$ cat src/rtl/isram_pkg.sv
// Shared definitions for the instruction-SRAM arbiter.
//   arb_state_e     : FSM encoding (IDLE = fetch owns the port, DATA = last cycle was a data grant)
//   ISRAM_DW/MASKW  : SRAM data and byte-mask widths
//   MAX_DBURST_DEF  : default burst limit for back-to-back data grants
//   CNT_W           : burst counter width (covers limits up to 15)
package isram_pkg;

  typedef enum logic {
    IDLE = 1'b0,
    DATA = 1'b1
  } arb_state_e;

  localparam int ISRAM_DW       = 64;
  localparam int ISRAM_MASKW    = 8;
  localparam int MAX_DBURST_DEF = 4;
  localparam int CNT_W          = 4;

endpackage

$ cat src/rtl/isram_arb.sv
// isram_arb: shares the single-port instruction SRAM between the fetch unit
// and the data-side load/store path. Data has priority, but after
// MAX_DBURST consecutive data grants fetch is handed one cycle.
//
// Ports:
//   clk, cpurst            : clock, synchronous active-high reset
//   fe_cs, fe_adr          : fetch select and address [31:3]
//   fe_rvalid              : fetch read data valid on sram_rdata
//   d_req/we/adr/wdata/wmask, d_gnt : data request, accepted when d_gnt
//   d_rvalid, d_rdata      : data read return (1 cycle after grant)
//   lr_isram_cs            : data owns the SRAM this cycle (fetch holds pc)
//   lr_isram_cs_endp       : fetch regains the SRAM, re-issues its address
//   sram_*                 : SRAM macro port, read data has 1-cycle latency
module isram_arb
  import isram_pkg::*;
#(
  parameter int MAX_DBURST = MAX_DBURST_DEF,
  parameter int SRAM_AW    = 13
) (
  input  logic                   clk,
  input  logic                   cpurst,
  input  logic                   fe_cs,
  input  logic [28:0]            fe_adr,
  output logic                   fe_rvalid,
  input  logic                   d_req,
  input  logic                   d_we,
  input  logic [28:0]            d_adr,
  input  logic [ISRAM_DW-1:0]    d_wdata,
  input  logic [ISRAM_MASKW-1:0] d_wmask,
  output logic                   d_gnt,
  output logic                   d_rvalid,
  output logic [ISRAM_DW-1:0]    d_rdata,
  output logic                   lr_isram_cs,
  output logic                   lr_isram_cs_endp,
  output logic                   sram_cs,
  output logic                   sram_we,
  output logic [SRAM_AW-1:0]     sram_adr,
  output logic [ISRAM_DW-1:0]    sram_wdata,
  output logic [ISRAM_MASKW-1:0] sram_wmask,
  input  logic [ISRAM_DW-1:0]    sram_rdata
);

  localparam logic [CNT_W-1:0] BURST_LIM = CNT_W'(MAX_DBURST);

  arb_state_e       state_q, state_d;
  logic [CNT_W-1:0] cnt_q, cnt_d;
  logic             fe_rvalid_q, d_rvalid_q;

  // Address bits above the SRAM index simply alias.
  logic unused_adr;
  assign unused_adr = ^{fe_adr[28:SRAM_AW], d_adr[28:SRAM_AW]};

  // Grant / endp and next state
  always_comb begin
    state_d          = state_q;
    cnt_d            = cnt_q;
    // In IDLE cnt is always 0, so the limit only bites inside a burst.
    d_gnt            = d_req & ~cpurst & ((state_q == IDLE) | (cnt_q < BURST_LIM));
    lr_isram_cs      = d_gnt;
    // Masked by reset so no endp pulse escapes while the arbiter is held.
    lr_isram_cs_endp = (state_q == DATA) & ~d_gnt & ~cpurst;
    if (d_gnt) begin
      state_d = DATA;
      cnt_d   = (state_q == IDLE) ? CNT_W'(1) : cnt_q + CNT_W'(1);
    end else begin
      state_d = IDLE;
      cnt_d   = '0;
    end
  end

  // SRAM port mux; fetch drives it whenever data is not granted (incl. reset)
  always_comb begin
    if (d_gnt) begin
      sram_cs    = 1'b1;
      sram_we    = d_we;
      sram_adr   = d_adr[SRAM_AW-1:0];
      sram_wdata = d_wdata;
      sram_wmask = d_wmask;
    end else begin
      // endp forces a select so the held fetch address is re-read.
      sram_cs    = fe_cs | lr_isram_cs_endp;
      sram_we    = 1'b0;
      sram_adr   = fe_adr[SRAM_AW-1:0];
      sram_wdata = '0;
      sram_wmask = '0;
    end
  end

  always_ff @(posedge clk) begin
    if (cpurst) begin
      state_q     <= IDLE;
      cnt_q       <= '0;
      fe_rvalid_q <= 1'b0;
      d_rvalid_q  <= 1'b0;
    end else begin
      state_q     <= state_d;
      cnt_q       <= cnt_d;
      fe_rvalid_q <= sram_cs & ~d_gnt;
      d_rvalid_q  <= d_gnt & ~d_we;
    end
  end

  assign fe_rvalid = fe_rvalid_q;
  assign d_rvalid  = d_rvalid_q;
  assign d_rdata   = sram_rdata;

endmodule

$ cat config.mk
export PLATFORM = sky130hd
export DESIGN_NAME = isram_arb
export DESIGN_NICKNAME = d
export VERILOG_FILES = /design/src/rtl/isram_pkg.sv /design/src/rtl/isram_arb.sv
export SDC_FILE = /design/constraint.sdc
export NUM_CORES = 1
export LEC_CHECK = 0
export CORE_AREA = 2 2 138 140
export DETAILED_ROUTE_END_ITERATION = 8
export DIE_AREA = 0 0 140 142
export MAX_ROUTING_LAYER = met4
export PLACE_DENSITY = 0.51
export SLEW_MARGIN = 20
export SYNTH_ARGS = -nofsm -noshare
export SYNTH_HDL_FRONTEND = slang
export SYNTH_SLANG_ARGS = --single-unit
export TNS_END_PERCENT = 20
$ cat constraint.sdc
create_clock -name clk -period 2.84 [get_ports clk]
set_input_delay 0.71 -clock clk [delete_from_list [all_inputs] [get_ports clk]]
set_output_delay 0.71 -clock clk [all_outputs]
set_load 0.02 [all_outputs]
# Word level (Yosys, flattened, before mapping)
# Index checks and enable logic that the tools add are counted.
dict set report totals {
  romBits 0
  latchBits 0
  regBits 7
  elab_cells 28
  memories 0
  ram_bits 0
  in_bits 199
}
dict set report classes {
  mux 7
  bitwise 12
  eq_ne 0
  n_reduce_logical 2
  mul 0
  div_mod_pow 0
  n_lt_le_gt_ge 1
  shifts 0
  add_sub_neg 1
}
# op count
set op_table {}
lappend op_table {{$mux 64} 1}
lappend op_table {{$mux 13} 1}
lappend op_table {{$mux 8} 1}
lappend op_table {{$and 1x1->1} 6}
lappend op_table {{$add 4x1->4 const B} 1}
lappend op_table {{$lt 4x3->1 const B} 1}
lappend op_table {{$mux 1} 4}
lappend op_table {{$not 1->1} 4}
lappend op_table {{$reduce_or 3->1} 1}
lappend op_table {{$or 1x1->1} 2}
lappend op_table {{$reduce_or 2->1} 1}

# Depth between registers and ports, before layout
# Gate-level depths: netlist of run 1.
dict set report depth {
  ltp_word 9
  ltp_mapped 5
}

# Least setup slack after synthesis of run 1
# No wires, ideal clock.
dict set report synth_timing {
  path_type {input port to output port}
  startpoint {input port cpurst}
  endpoint {output port sram_wdata[56]}
  cell_stages 4
  slack_ns 0.583
  arrival_ns 1.547
  t_required_ns 2.130
  n_path_buf 2
  cell_sequence {and3b_1 -> buf_6 -> buf_2 -> and2_1}
}
dict set report synth_between {
  elab_chain_cells 4
}
# item line
set synth_lines {}
lappend synth_lines {{from (decl)} isram_arb.sv:21} ;# input logic cpurst,
lappend synth_lines {{$not 1->1} isram_arb.sv:58} ;# d_gnt = d_req & ~cpurst & ((state_q == IDLE) | (cnt_q < BURST_LIM));
lappend synth_lines {{$and 1x1->1 (2 in series)} isram_arb.sv:58}
lappend synth_lines {{via d_gnt} isram_arb.sv:30} ;# output logic d_gnt,
lappend synth_lines {{$mux 64} isram_arb.sv:73} ;# if (d_gnt) begin
lappend synth_lines {{to (decl)} isram_arb.sv:38} ;# output logic [ISRAM_DW-1:0] sram_wdata,
# The timed path passes the listed nets, and every way through them passes these cells.

# Worst setup path after layout of run 1
dict set report layout_timing {
  startpoint {input port cpurst}
  endpoint {output port sram_adr[4]}
}
dict set report layout_between {
  elab_chain_cells 4
}
# item line
set layout_lines {}
lappend layout_lines {{$not 1->1} isram_arb.sv:58}
lappend layout_lines {{$and 1x1->1 (2 in series)} isram_arb.sv:58}
lappend layout_lines {{$mux 13} isram_arb.sv:73}
lappend layout_lines {{to (decl)} isram_arb.sv:37} ;# output logic [SRAM_AW-1:0] sram_adr,
# Every way passes these cells.

==> results of run 1 <==
-- power groups by stage --
stage	registers, mW	logic [mW]	clock network (mW)
after floorplan	0.108	0.292	0
after global placement	0.107	0.438	0
after detailed placement	0.107	0.440	0
after CTS	0.105	0.446	0.241
after global routing	0.106	0.446	0.247
final	0.105	0.418	0.235
-- per-layer routing --
layer  part of all wire [%]  global-route usage [%]  vias up
met1                     34                   6.981      725
met5                      0                       -        -
met3                     11                   2.019       42
met4                    5.5                   4.094        0
li1                       -                       -      775
met2                     49                   12.60      142
-- worst register-to-register path, cell delays in order, from the launching register on --
cell,delay (ns)
dfxtp_1,0.39
o21ai_1,0.10
and3b_2,0.29
buf_6,0.15
buf_16,0.14
buf_4,0.14
nor2b_1,0.12
-- cells in the mapped netlist --
library cell and n:
dfxtp_1 7, nor4_1 1, and2_1 73, conb_1 1, nand2_1 1, nor2b_1 1
nor2_1 3, a21boi_0 1, buf_2 2, and3_1 1, mux2_2 3, ha_1 1
and3b_1 2, o21ai_1 1, o21bai_1 1, buf_12 1, mux2_4 10, or2b_1 1
buf_4 65, clkbuf_1 6, buf_6 1, nor3_1 1
-- what timing repair did --
item,CTS,global route
buffers inserted,4,0
pin swaps,0,0
gates cloned,3,0
setup endpoints to repair,84,44
resized for setup,187,51
-- worst paths after layout --
path | from | end | slack [ns] | cells after the start
setup / recovery | cpurst | sram_adr[4] | 0.04 | 5
hold reg to reg | cnt_q[2] | cnt_q[2] | 0.41 | 1
setup reg to reg | state_q | d_rvalid | 1.41 | 6
hold / removal | cnt_q[2] | cnt_q[2] | 0.41 | 1
-- state kept, by name, summed over array words and instances (netlist names) --
register / flops
cnt_q: 4
state_q: 1
d_rvalid: 1
fe_rvalid: 1
-- area by class of cell --
cell class,instances,area [µm²]
Antenna cell,1,2.502
Clock buffer,4,78.83
Fill cell,2077,15300
Multi-Input combinational cell,102,748.2
Sequential cell,7,140.1
Tap cell,234,292.8
Timing Repair Buffer,207,1894
-- cells by family (layout without fill, tap and decap cells) --
kind of cell             count (synthesis)  in the layout  synth area share (%)
other                                    1              2                0.2618
buffers and inverters                   75            211                 38.52
AND/OR/NAND/NOR                         84             84                 36.33
AO/OA/AOI/OAI                            3              3                 1.397
adder cells (fa/ha/maj)                  1              1                0.8732
flip-flops                               7              7                 9.781
multiplexers                            13             13                 12.84
==> out/results.ini, run 1 <==
[critical_path]
arrival_ns=2.09
cpPeakStageDelay_ns=0.33
cp_num_buf_inv=3
worstPathMaxFanout=35
required_ns=2.13
cpMaxStageDelayCell=and3b_2
path_cells=dlygate4sd2_1 -> and3b_2 -> buf_12 -> mux2_4 -> clkdlybuf4s15_1
critical-path-top-delay-family=buffers and inverters
critPathCaptureType=output port
critPathLaunchType=input port
crit_type=in -> out

[global_route]
grt_max_degree=36
track_usage_pct=7.091
grt_pass1_vias=1851
grt_pass1_wl_um=10410
grt_antenna_before_repair=1
grt.overflow.total=0

[cells_and_area]
layout_commonest_cell=clkdlybuf4s50_1
fin_util_pct=17.11
final_cell_mix=clkdlybuf4s50_1 (103), and2_1 (72), buf_2 (42)
nNetsFinal=521
design_area_um2=3157
fin_cells=555
syn2layout_area_growth_pct=120.3
drive_above_1_share_pct=26.88

[pwr]
power.leakage_nw=1.505
p_int_mw=0.5406
p_sw_share_pct=28.77
p_per_area_nw_per_um2=240.4
p_total_mw=0.7590
seqPwrFrac_pct=13.9
clkPwrFrac_pct=31.0
p_comb_share_pct=55.1
ir_drop_uv=230.6
power_switching_mw=0.2183

[yosys]
ys_warn_count=0
synthTopCellsByArea=buf_4 (34%), and2_1 (32%), mux2_4 (10%)
syn_inst=184
synth-seq-cells=7
yosysTopAreaCellShare_pct=34.06
yosysSeqAreaShare_pct=9.782
synth_fp_nets=384
yosysTopAreaCell=buf_4
synth_area_per_cell_um2=7.786
yosysUniqueCellTypes=22
syn_area_um2=1433

[detailed_routing]
routed_wl_um=7538
drcViolationCount=26
wire_per_inst_um=13.58
ant_nets=0
viasPerCell=3.034
drtIter0Drc=61
drt_pre_antenna_iters=9
routed-via-count=1684

[cts]
clockRootBuffer=clkbuf_16
clock_sinks=7
cts_made_buffers=3
clock_latency_ns=0.23
clk_pin_slew_worst_paths_ns=0.03
cts_hold_buf=0
ctsHtreeMaxLevel=1
clk_path_buf_depth=2
cts_tree=yes

[sta]
skew_ns=0.0005860
max_freq_ghz=0.3566
finalMaxSlewViolations=0
fin_crit_ns=2.804
setup-violations-final=0
worst_slack_ns=0.03608
finalSetupTns_ns=0
period_share_pct=98.73
hold_viol_final=0
rsz0062_at_grt=true
holdWs_ns=0.4117

[place]
place_area_um2=3194
dp_hpwl_um=6012
place_ws_ns=-0.4705
place.gp.congestion=0.6947
dp_cells=543
io_buffers=194

[min_path]
hold_path.class=reg -> reg

[run]
drv_cap=0

[die]
fp.dieW_um=140
row_count=50
dieArea_um2=19880
num_io_pins=355
core_area_um2=18460
die_h_um=142
initial_core_util_pct=7.763

[run_status]
violations=DRC
status=finished, violations left

Note: power is estimated with default switching activity, not from simulation.
==> run 2: changes to the inputs <==
--- a/config.mk
+++ b/config.mk
@@ -5,11 +5,12 @@
 export SDC_FILE = /design/constraint.sdc
 export NUM_CORES = 1
 export LEC_CHECK = 0
-export CORE_AREA = 2 2 138 140
+export CORE_AREA = 8 8 133 135
 export DETAILED_ROUTE_END_ITERATION = 8
-export DIE_AREA = 0 0 140 142
+export DIE_AREA = 0 0 141 143
+export HOLD_SLACK_MARGIN = 0.15
 export MAX_ROUTING_LAYER = met4
-export PLACE_DENSITY = 0.51
+export PLACE_DENSITY = 0.57
 export SLEW_MARGIN = 20
 export SYNTH_ARGS = -nofsm -noshare
 export SYNTH_HDL_FRONTEND = slang
==> out/results.ini, run 2 (synthesis gave the netlist of run 1 again) <==
[place]
place.gp.congestion=0.8918  ; was 0.6947
dp_cells=526  ; was 543
dp_hpwl_um=6684  ; was 6012 µm
io_buffers=194  ; unchanged
place_ws_ns=-0.4702  ; was -0.4705 ns

[pwr]
power.leakage_nw=1.471  ; was 1.505 nW
p_int_mw=0.5458  ; was 0.5406 mW
seqPwrFrac_pct=13.6  ; was 13.9%
clkPwrFrac_pct=31.0  ; about the same
power_switching_mw=0.2291  ; was 0.2183 mW
p_total_mw=0.7749  ; was 0.7590 mW
ir_drop_uv=287.6  ; was 230.6 µV
p_per_area_nw_per_um2=237.8  ; was 240.4 nW/µm²
p_comb_share_pct=55.4  ; was 55.1%
p_sw_share_pct=29.57  ; was 28.77%

[cells_and_area]
fin_cells=540  ; was 555
final_cell_mix=clkdlybuf4s50_1 (103), and2_1 (73), dlygate4sd2_1 (36)  ; was clkdlybuf4s50_1 (103), and2_1 (72), buf_2 (42)
num_antenna_cells=0  ; was 1
nNetsFinal=525  ; was 521
seq_area_um2=140.1  ; unchanged
fill_cells=1739  ; was 2077
top_register=cnt_q  ; unchanged
drive_above_1_share_pct=17.90  ; was 26.88%
layout_commonest_cell=clkdlybuf4s50_1  ; unchanged
syn2layout_area_growth_pct=127.4  ; was 120.3%
multiInputGateArea_um2=742.0  ; was 748.2 µm²
largest_reg_flops=4  ; unchanged

[die]
row_count=46  ; was 50
fp.dieW_um=141  ; was 140 µm
die_h_um=143  ; was 142 µm
core_area_um2=15600  ; was 18460 µm²
initial_core_util_pct=9.185  ; was 7.763%
num_io_pins=355  ; unchanged
dieArea_um2=20160  ; was 19880 µm²

[sta]
skew_ns=0.001081  ; was 0.0005860 ns
worst_slack_ns=0.04664  ; was 0.03608 ns
finalMaxSlewViolations=0  ; unchanged
finalSetupTns_ns=0  ; unchanged
hold_viol_final=0  ; unchanged
rsz0062_at_grt=true  ; unchanged
fin_crit_ns=2.793  ; was 2.804 ns
period_share_pct=98.36  ; was 98.73%
max_freq_ghz=0.3580  ; was 0.3566 GHz
setup-violations-final=0  ; unchanged

[global_route]
grt.overflow.total=0  ; unchanged
track_usage_pct=7.164  ; was 7.091%
grt_pass1_wl_um=11070  ; was 10410 µm
grt_pass1_vias=1809  ; was 1851
grt_antenna_before_repair=0  ; was 1
grt_max_degree=31  ; was 36

[detailed_routing]
met2_length_um=4261  ; was 3693 µm
ant_nets=0  ; unchanged
wl_met3_um=1001  ; was 858 µm
drcViolationCount=0  ; was 26
wl_met1_um=2770  ; was 2570 µm
drt_pre_antenna_iters=4  ; was 9
routed-via-count=1670  ; was 1684
drtIter0Drc=41  ; was 61
wire_per_inst_um=15.14  ; was 13.58 µm
top_layer=met4  ; unchanged
routed_wl_um=8178  ; was 7538 µm
viasPerCell=3.093  ; was 3.034

[critical_path]
required_ns=2.13  ; about the same
critPathLaunchType=input port  ; unchanged
worstPathMaxFanout=6  ; was 35
crit_type=in -> out  ; unchanged
arrival_ns=2.08  ; was 2.09 ns
ff2ff_setup_slack_ns=1.20  ; was 1.41 ns
critPathCaptureType=output port  ; unchanged
worstRegToRegCells=6  ; unchanged

[cts]
cts_tree=yes  ; unchanged
ctsHtreeMaxLevel=1  ; unchanged
clock_sinks=7  ; unchanged
cts_hold_buf=0  ; unchanged
clock_latency_ns=0.23  ; about the same
cts_made_buffers=3  ; unchanged
clockRootBuffer=clkbuf_16  ; unchanged
clk_pin_slew_worst_paths_ns=0.04  ; was 0.03 ns
clk_path_buf_depth=2  ; unchanged

[run]
drv_cap=0  ; unchanged

[min_path]
hold_path.class=reg -> reg  ; unchanged
holdPathStages=1  ; unchanged

[run_status]
status=completed  ; was finished, violations left

[run 2: cell count changes in the layout (fill, tap and decap cells not counted), sizes merged]
cell           previous run  this run
buf                      62        17
clkbuf                    7        24
clkdlybuf4s15             9        34
diode                     1         0
dlygate4sd2              27        36
dlymetal6s2s              2         0
[run 2: critical path, stage by stage]
cell and delay, ns:
dlygate4sd2_1 0.24, and3b_2 0.31, buf_6 0.14, buf_16 0.12
mux2_4 0.29, clkdlybuf4s15_2 0.27
[run 2: path summary, 6_finish.rpt]
| kind | from | end |
|---|---|---|
| worst max-delay path | cpurst | sram_adr[1] |
| worst min-delay path | cnt_q[3] | cnt_q[2] |
| worst min register to register | cnt_q[3] | cnt_q[2] |
| worst max register to register | state_q | cnt_q[1] |
[run 2: per-stage QoR]
step | hold slack, ns | utilization [%] | instance area, µm²
after floorplan | 0.3966 | - | 1433
after global placement | 0.4092 | 20.24 | 3157
after detailed placement | 0.4147 | 20.24 | 3157
after CTS | 0.4169 | 20.89 | 3258
after global routing | 0.4480 | 20.89 | 3258
final | 0.4205 | 20.89 | 3258
[run 2: final cells by class]
cell class,instances,share of cell area [%]
multi-input combinational,102,22.77
tap,216,8.295
sequential,7,4.301
timing repair buffer,211,62.21
clock buffer,4,2.419
[run 2: timing repair]
action / 4_1_cts / 5_1_grt
resized for setup: 111 / 63
pin swaps: 0 / 0
endpoints found under the setup margin: 88 / 37
setup buffers: 5 / 2
cloned: 2 / 1
[run 2: power by group through the flow]
stage	Sequential [mW]	Combinational, mW	Clock, mW
floorplan	0.108	0.292	0
finish	0.106	0.430	0.240
global route	0.106	0.457	0.252
CTS	0.105	0.429	0.246
detailed placement	0.107	0.442	0
global placement	0.107	0.438	0
[run 2: layer usage]
metal / track usage (%) / vias to the layer above
li1: - / 778
met1: 6.320 / 726
met2: 13.42 / 138
met3: 3.306 / 28
met4: 2.206 / 0
met5: - / -
